## src/rtl/ifu_fetch.sv

```systemverilog
// ifu_fetch: instruction fetch unit.
// Keeps the PC, issues one instruction-memory read at a time and hands the
// returned word to decode through a registered output stage. A stalled
// decode parks the returned word in a one-entry hold buffer. A redirect from
// execute overrides everything except reset. Any response to a request that
// was made before the redirect is thrown away.
//
// Handshake: mem_req_o is a one-cycle request with no back-pressure. The
// memory answers each request exactly once with a one-cycle mem_rvalid_i, no
// earlier than the following cycle. Toward decode, inst_valid_o marks a real
// instruction and stall_i acts as an inverted ready: the output registers move
// only when stall_i=0, or on a redirect.
module ifu_fetch #(
  parameter logic [31:0] INI_ADDR = 32'h0000_0000,
  parameter logic [31:0] NOP_INST = 32'h0000_0013
) (
  input  logic        clk,
  input  logic        rst,
  input  logic        jump_flag_i,
  input  logic [31:0] jump_addr_i,
  input  logic        stall_i,
  output logic        mem_req_o,
  output logic [31:0] mem_addr_o,
  input  logic        mem_rvalid_i,
  input  logic [31:0] mem_rdata_i,
  output logic [31:0] inst_o,
  output logic [31:0] inst_addr_o,
  output logic        inst_valid_o,
  output logic [1:0]  dbg_state_o
);

  typedef enum logic [1:0] {
    S_FETCH = 2'd0,
    S_WAIT  = 2'd1,
    S_HOLD  = 2'd2
  } state_t;

  state_t      r_state;
  logic [31:0] r_pc;
  logic        r_discard;
  logic [31:0] r_hold;
  logic [31:0] r_inst;
  logic [31:0] r_inst_addr;
  logic        r_inst_valid;
  logic        w_req;

  // A request goes out in FETCH unless a redirect is arriving this cycle.
  // Reset suppresses it because the state register may still be stale.
  assign w_req = rst && (r_state == S_FETCH) && !jump_flag_i;

  assign mem_req_o    = w_req;
  assign mem_addr_o   = r_pc;
  assign inst_o       = r_inst;
  assign inst_addr_o  = r_inst_addr;
  assign inst_valid_o = r_inst_valid;
  assign dbg_state_o  = r_state;

  // Fetch FSM, PC, discard flag, hold buffer and decode-facing output registers.
  always_ff @(posedge clk) begin
    if (!rst) begin
      r_state      <= S_FETCH;
      r_pc         <= INI_ADDR;
      r_discard    <= 1'b0;
      r_hold       <= 32'h0;
      r_inst       <= NOP_INST;
      r_inst_addr  <= INI_ADDR;
      r_inst_valid <= 1'b0;
    end else if (jump_flag_i) begin
      // A redirect flushes the output stage and the hold buffer and reloads the PC.
      r_pc         <= {jump_addr_i[31:2], 2'b00};
      r_inst       <= NOP_INST;
      r_inst_valid <= 1'b0;
      r_hold       <= 32'h0;
      if (r_state == S_WAIT && !mem_rvalid_i) begin
        // The in-flight response still has to drain, so it is marked stale.
        r_discard <= 1'b1;
        r_state   <= S_WAIT;
      end else begin
        // A same-cycle response is consumed here and dropped.
        r_discard <= 1'b0;
        r_state   <= S_FETCH;
      end
    end else begin
      case (r_state)
        S_FETCH: begin
          if (w_req) begin
            r_state <= S_WAIT;
          end
          if (!stall_i) begin
            r_inst       <= NOP_INST;
            r_inst_valid <= 1'b0;
          end
        end
        S_WAIT: begin
          if (mem_rvalid_i && r_discard) begin
            r_discard <= 1'b0;
            r_state   <= S_FETCH;
            if (!stall_i) begin
              r_inst       <= NOP_INST;
              r_inst_valid <= 1'b0;
            end
          end else if (mem_rvalid_i && !stall_i) begin
            r_inst       <= mem_rdata_i;
            r_inst_addr  <= r_pc;
            r_inst_valid <= 1'b1;
            r_pc         <= r_pc + 32'd4;
            r_state      <= S_FETCH;
          end else if (mem_rvalid_i) begin
            r_hold  <= mem_rdata_i;
            r_state <= S_HOLD;
          end else if (!stall_i) begin
            r_inst       <= NOP_INST;
            r_inst_valid <= 1'b0;
          end
        end
        S_HOLD: begin
          if (!stall_i) begin
            r_inst       <= r_hold;
            r_inst_addr  <= r_pc;
            r_inst_valid <= 1'b1;
            r_pc         <= r_pc + 32'd4;
            r_state      <= S_FETCH;
          end
        end
        default: begin
          r_state <= S_FETCH;
        end
      endcase
    end
  end

endmodule

```

## config.mk

```make
export PLATFORM = sky130hd
export DESIGN_NAME = ifu_fetch
export DESIGN_NICKNAME = d
export VERILOG_FILES = /design/src/rtl/ifu_fetch.sv
export SDC_FILE = /design/constraint.sdc
export NUM_CORES = 1
export LEC_CHECK = 0
export ABC_AREA = 1
export BUFFER_PORTS_ARGS = -buffer_cell sky130_fd_sc_hd__buf_4
export CORE_MARGIN = 3
export CORE_UTILIZATION = 35
export DETAILED_ROUTE_END_ITERATION = 12
export GPL_ROUTABILITY_DRIVEN = 0
export PLACE_DENSITY = 0.56
export SYNTH_ARGS = -nofsm -noshare
export SYNTH_HDL_FRONTEND = slang
export SYNTH_SLANG_ARGS = --single-unit
```

## constraint.sdc

```tcl
create_clock -name clk -period 2 [get_ports clk]
set_input_delay 0.2 -clock clk [delete_from_list [all_inputs] [get_ports clk]]
set_output_delay 0.2 -clock clk [all_outputs]
set_load 0.005 [all_outputs]
```

==> impl_summary.txt <==
----------------------------------------------------
[Run status]
  Run status ... finished clean

[Timing]
  Slew at the pin closest to its max-slew limit ... 0.547 ns
  Final count of pins violating max slew ... 0
  Hold slack ... 0.0402 ns
  Final setup violation count ... 0
  Maximum achievable frequency ... 562 MHz
  Post-route clock skew ... 0.00901 ns
  Final total negative setup slack ... 0 ns
  Final period util ... 0.890
  Final min period ... 1.78 ns
  RSZ-0062 raised after global routing ... no
  Number of failing hold endpoints at the final stage ... 0
  Max transition margin ... 0.635

[Cells and area]
  Final antenna diode count ... 0
  Layout cell share with drive strength beyond 1 ... 0.238
  Layout filler cell count ... 1738
  Area of the multi-input gates ... 3070 um^2
  Area taken by flip-flops and latches ... 2560 um^2
  Net count of the finished layout ... 1105
  Layout area overhead ... 33.8%
  Final design area excluding fillers ... 8230 um^2

[Detailed routing]
  Detail Route Antenna Nets ... 0
  Metal2 WL ... 8.95 mm
  DRC violation count after routing ... 0
  Detailed Route Iter0 Violations ... 453
  Total length of routed met3 wires ... 1.35 mm
  Router iterations before antenna repair ... 5
  Wire length on met1 ... 8.61 mm
  Post-detailed-route via-to-cell ratio ... 4.90
  Via count of the routed design ... 6195
  Wirelength per Cell ... 15.1 um
  Final routed wirelength across all metal layers ... 19.1 mm
  Highest routing layer actually used ... met4

[Synth]
  Async SR Flop Fraction ... 0
  Most instantiated flip-flop cell in the synthesis netlist ... sky130_fd_sc_hd__dfxtp_1
  Number of enable-type register cells in the synthesized netlist ... 0
  Area fraction in and, or, nand and nor cells after synthesis ... 0.286
  Synth area leaders ... sky130_fd_sc_hd__dfxtp_1 (42%), sky130_fd_sc_hd__nand2_1 (13%), sky130_fd_sc_hd__a21oi_1 (8.0%)
  Cell count after synthesis ... 875
  Biggest area consumer among synthesized cells ... sky130_fd_sc_hd__dfxtp_1
  Multiplexer share of the synthesized area ... 0
  XOR/XNOR Fraction of Synth Area ... 0.0142
  Mean instance size in the synthesized netlist ... 7.03 um^2
  Count leader, synth ... sky130_fd_sc_hd__nand2_1
  Fraction of the mapped netlist area in compound gates ... 0.186
  Number of distinct library cells after synthesis ... 37
  Combined area of all synthesized cells ... 6150 um^2
  Post-synth top area share ... 0.417
  Post-synthesis register bit count ... 128
  Fraction of the yosys area taken by sequential cells ... 0.417
  Arithmetic-cell share of the synthesized area counting full adders, half adders and majority gates ... 0.0102
  Syn. warnings ... 0
  Top cells by count, synth ... sky130_fd_sc_hd__nand2_1 (212), sky130_fd_sc_hd__dfxtp_1 (128), sky130_fd_sc_hd__nor2_1 (99)
  Combinational family with the most area after synthesis ... simple AND/OR/NAND/NOR gates

[Critical path]
  Longest individual stage delay on the worst path ... 0.36 ns
  Required time at the worst-slack endpoint ... 2.37 ns
  Data arrival time of the critical path ... 2.15 ns
  Crit-path cells ... inv_1, ha_1, nand2_2, o21a_2, nand3_4, inv_2, buf_12, nand3_1, nand3_1, nand2_1, inv_1
  Source of the worst register-to-register timing path ... dbg_state_o[0]$_SDFFE_PN0P_
  Critical path startpoint category ... flop
  Slowest-stage cell, CP ... sky130_fd_sc_hd__dfxtp_2
  Maximum fanout along the worst path ... 27
  Crit end category ... flop
  Worst reg-to-reg setup slack ... 0.22 ns
  WS Path Type ... reg2reg
  Buffer and inverter count on the worst path ... 4
  Cell family with most CP delay ... simple AND/OR/NAND/NOR gates
  CP Launch Point ... dbg_state_o[0]$_SDFFE_PN0P_

[Power and ir drop]
  Worst IR Drop VDD ... 0.623 mV
  Tot Pwr ... 6.64 mW
  Leak pwr ... 3.34 nW
  Power per cell area ... 807 nW/um^2

[Global route]
  Largest net degree at the start of global routing ... 49
  Number of antenna violations at the first check in global routing ... 0
  Leftover overflow at the end of global routing ... 0
  Global-route wire length before repair ... 30.8 mm
  Vias in the first global route ... 5798
  Global router's overall resource usage ... 0.197

[CTS]
  Number of sinks handled by clock tree synthesis ... 128
  Number of buffers added by the clock tree synthesis step ... 17
  Clock root buffer ... sky130_fd_sc_hd__clkbuf_16
  Post-CTS Hold Fix Bufs ... 0
  TritonCTS clock tree ... yes
  Clock-pin slew on the worst setup and hold paths ... 0.06 ns
  Clock Tree Buf Depth ... 2
  Worst-Skew Late Latency ... 0.42 ns
  H-tree levels ... 4

[Floorplanning]
  Boundary Pins ... 169
  Core area ... 16900 um^2
  Initial standard-cell utilization of the core ... 0.365
  Die Y ... 139 um
  Total number of placement rows ... 47
  Die area ... 19200 um^2
  Die width ... 139 um

[Placed design]
  Half-perimeter wire length after placement ... 13.5 mm
  Number of input and output port buffers inserted ... 162
  Placement-stage cell area ... 7610 um^2

[Min path]
  Hold Startpoint ... mem_rdata_i[4]
  Worst hold path class ... in2reg

[Run]
  Total of max-cap violations ... 0

----------------------------------------------------
## registers in the layout, summed over array words and instances (netlist names)
signal / count
r_hold: 32
r_discard: 1
inst_valid_o: 1
inst_o: 32
dbg_state_o: 2
mem_addr_o: 30
inst_addr_o: 30
## worst min-delay path, stage by stage
cell,delay (ns)
sky130_fd_sc_hd__buf_4,0.08
sky130_fd_sc_hd__inv_1,0.04
sky130_fd_sc_hd__a21oi_1,0.11
## final timing paths
check,end,cells after the start
hold reg to reg,r_hold[20]$_SDFFE_PP0P_,2
setup / recovery,mem_addr_o[24]$_SDFFE_PN0P_,11
hold / removal,r_hold[4]$_SDFFE_PP0P_,3
setup reg to reg,mem_addr_o[24]$_SDFFE_PN0P_,11
## cell usage in the layout (no fill, tap or decap), drive strengths merged, types with 4 or more instances in the layout
cell type | netlist | routed
a22o | 12 | 12
clkbuf | 21 | 19
buf | 30 | 185
a22oi | 9 | 9
clkinv | 1 | 7
nand3 | 73 | 73
a31oi | 12 | 12
a21oi | 98 | 98
xor2 | 6 | 6
inv | 64 | 65
dfxtp | 128 | 128
xnor2 | 4 | 4
a21boi | 4 | 4
nor2 | 110 | 110
conb | 1 | 4
nand2 | 220 | 220
ha | 5 | 5
o21ai | 62 | 62
nand3b | 4 | 4
## per-stage QoR
stage / setup slack (ns) / cells / util
final: 0.221 / 1264 / 0.488
after global routing: 0.0582 / 1264 / 0.488
after CTS: 0.0717 / 1262 / 0.487
after detailed placement: 0.0889 / 1230 / 0.451
after global placement: 0.109 / 1230 / 0.451
after floorplan: 0.284 / 878 / -
## logic make-up after synthesis
logic type      Yosys count
buf+inv                 116
fa+ha+maj                 5
compound gates          205
other cells               1
flops                   128
xor+xnor                 10
simple gates            410
## power by group
| group | switching (mW) | internal (mW) | total, mW |
|---|---|---|---|
| Sequential | 0.0903 | 2.63 | 2.72 |
| Clock | 1.19 | 1.99 | 3.18 |
| Combinational | 0.412 | 0.334 | 0.747 |
| Total | 1.69 | 4.95 | 6.64 |
## layout make-up
type                    instances  share of cell area
clock buffers                  19              0.0538
clock inverters                13              0.0198
multi-input cells             634               0.372
inverters                      65              0.0296
well taps                     220              0.0334
flip-flops and latches        128               0.312
repair buffers                185               0.179
## what timing repair did
item,CTS,global route
hold endpoints to repair,0,0
setup endpoints to repair,0,24
buffers inserted,0,2
gates resized for setup,0,3
## routing by layer
layer / GRT usage / up-vias
met2: 0.320 / 197
li1: - / 3185
met3: 0.0583 / 13
met5: 0 / -
met1: 0.258 / 2800
met4: 0.0520 / 0
(Power assumes the default switching activity.)
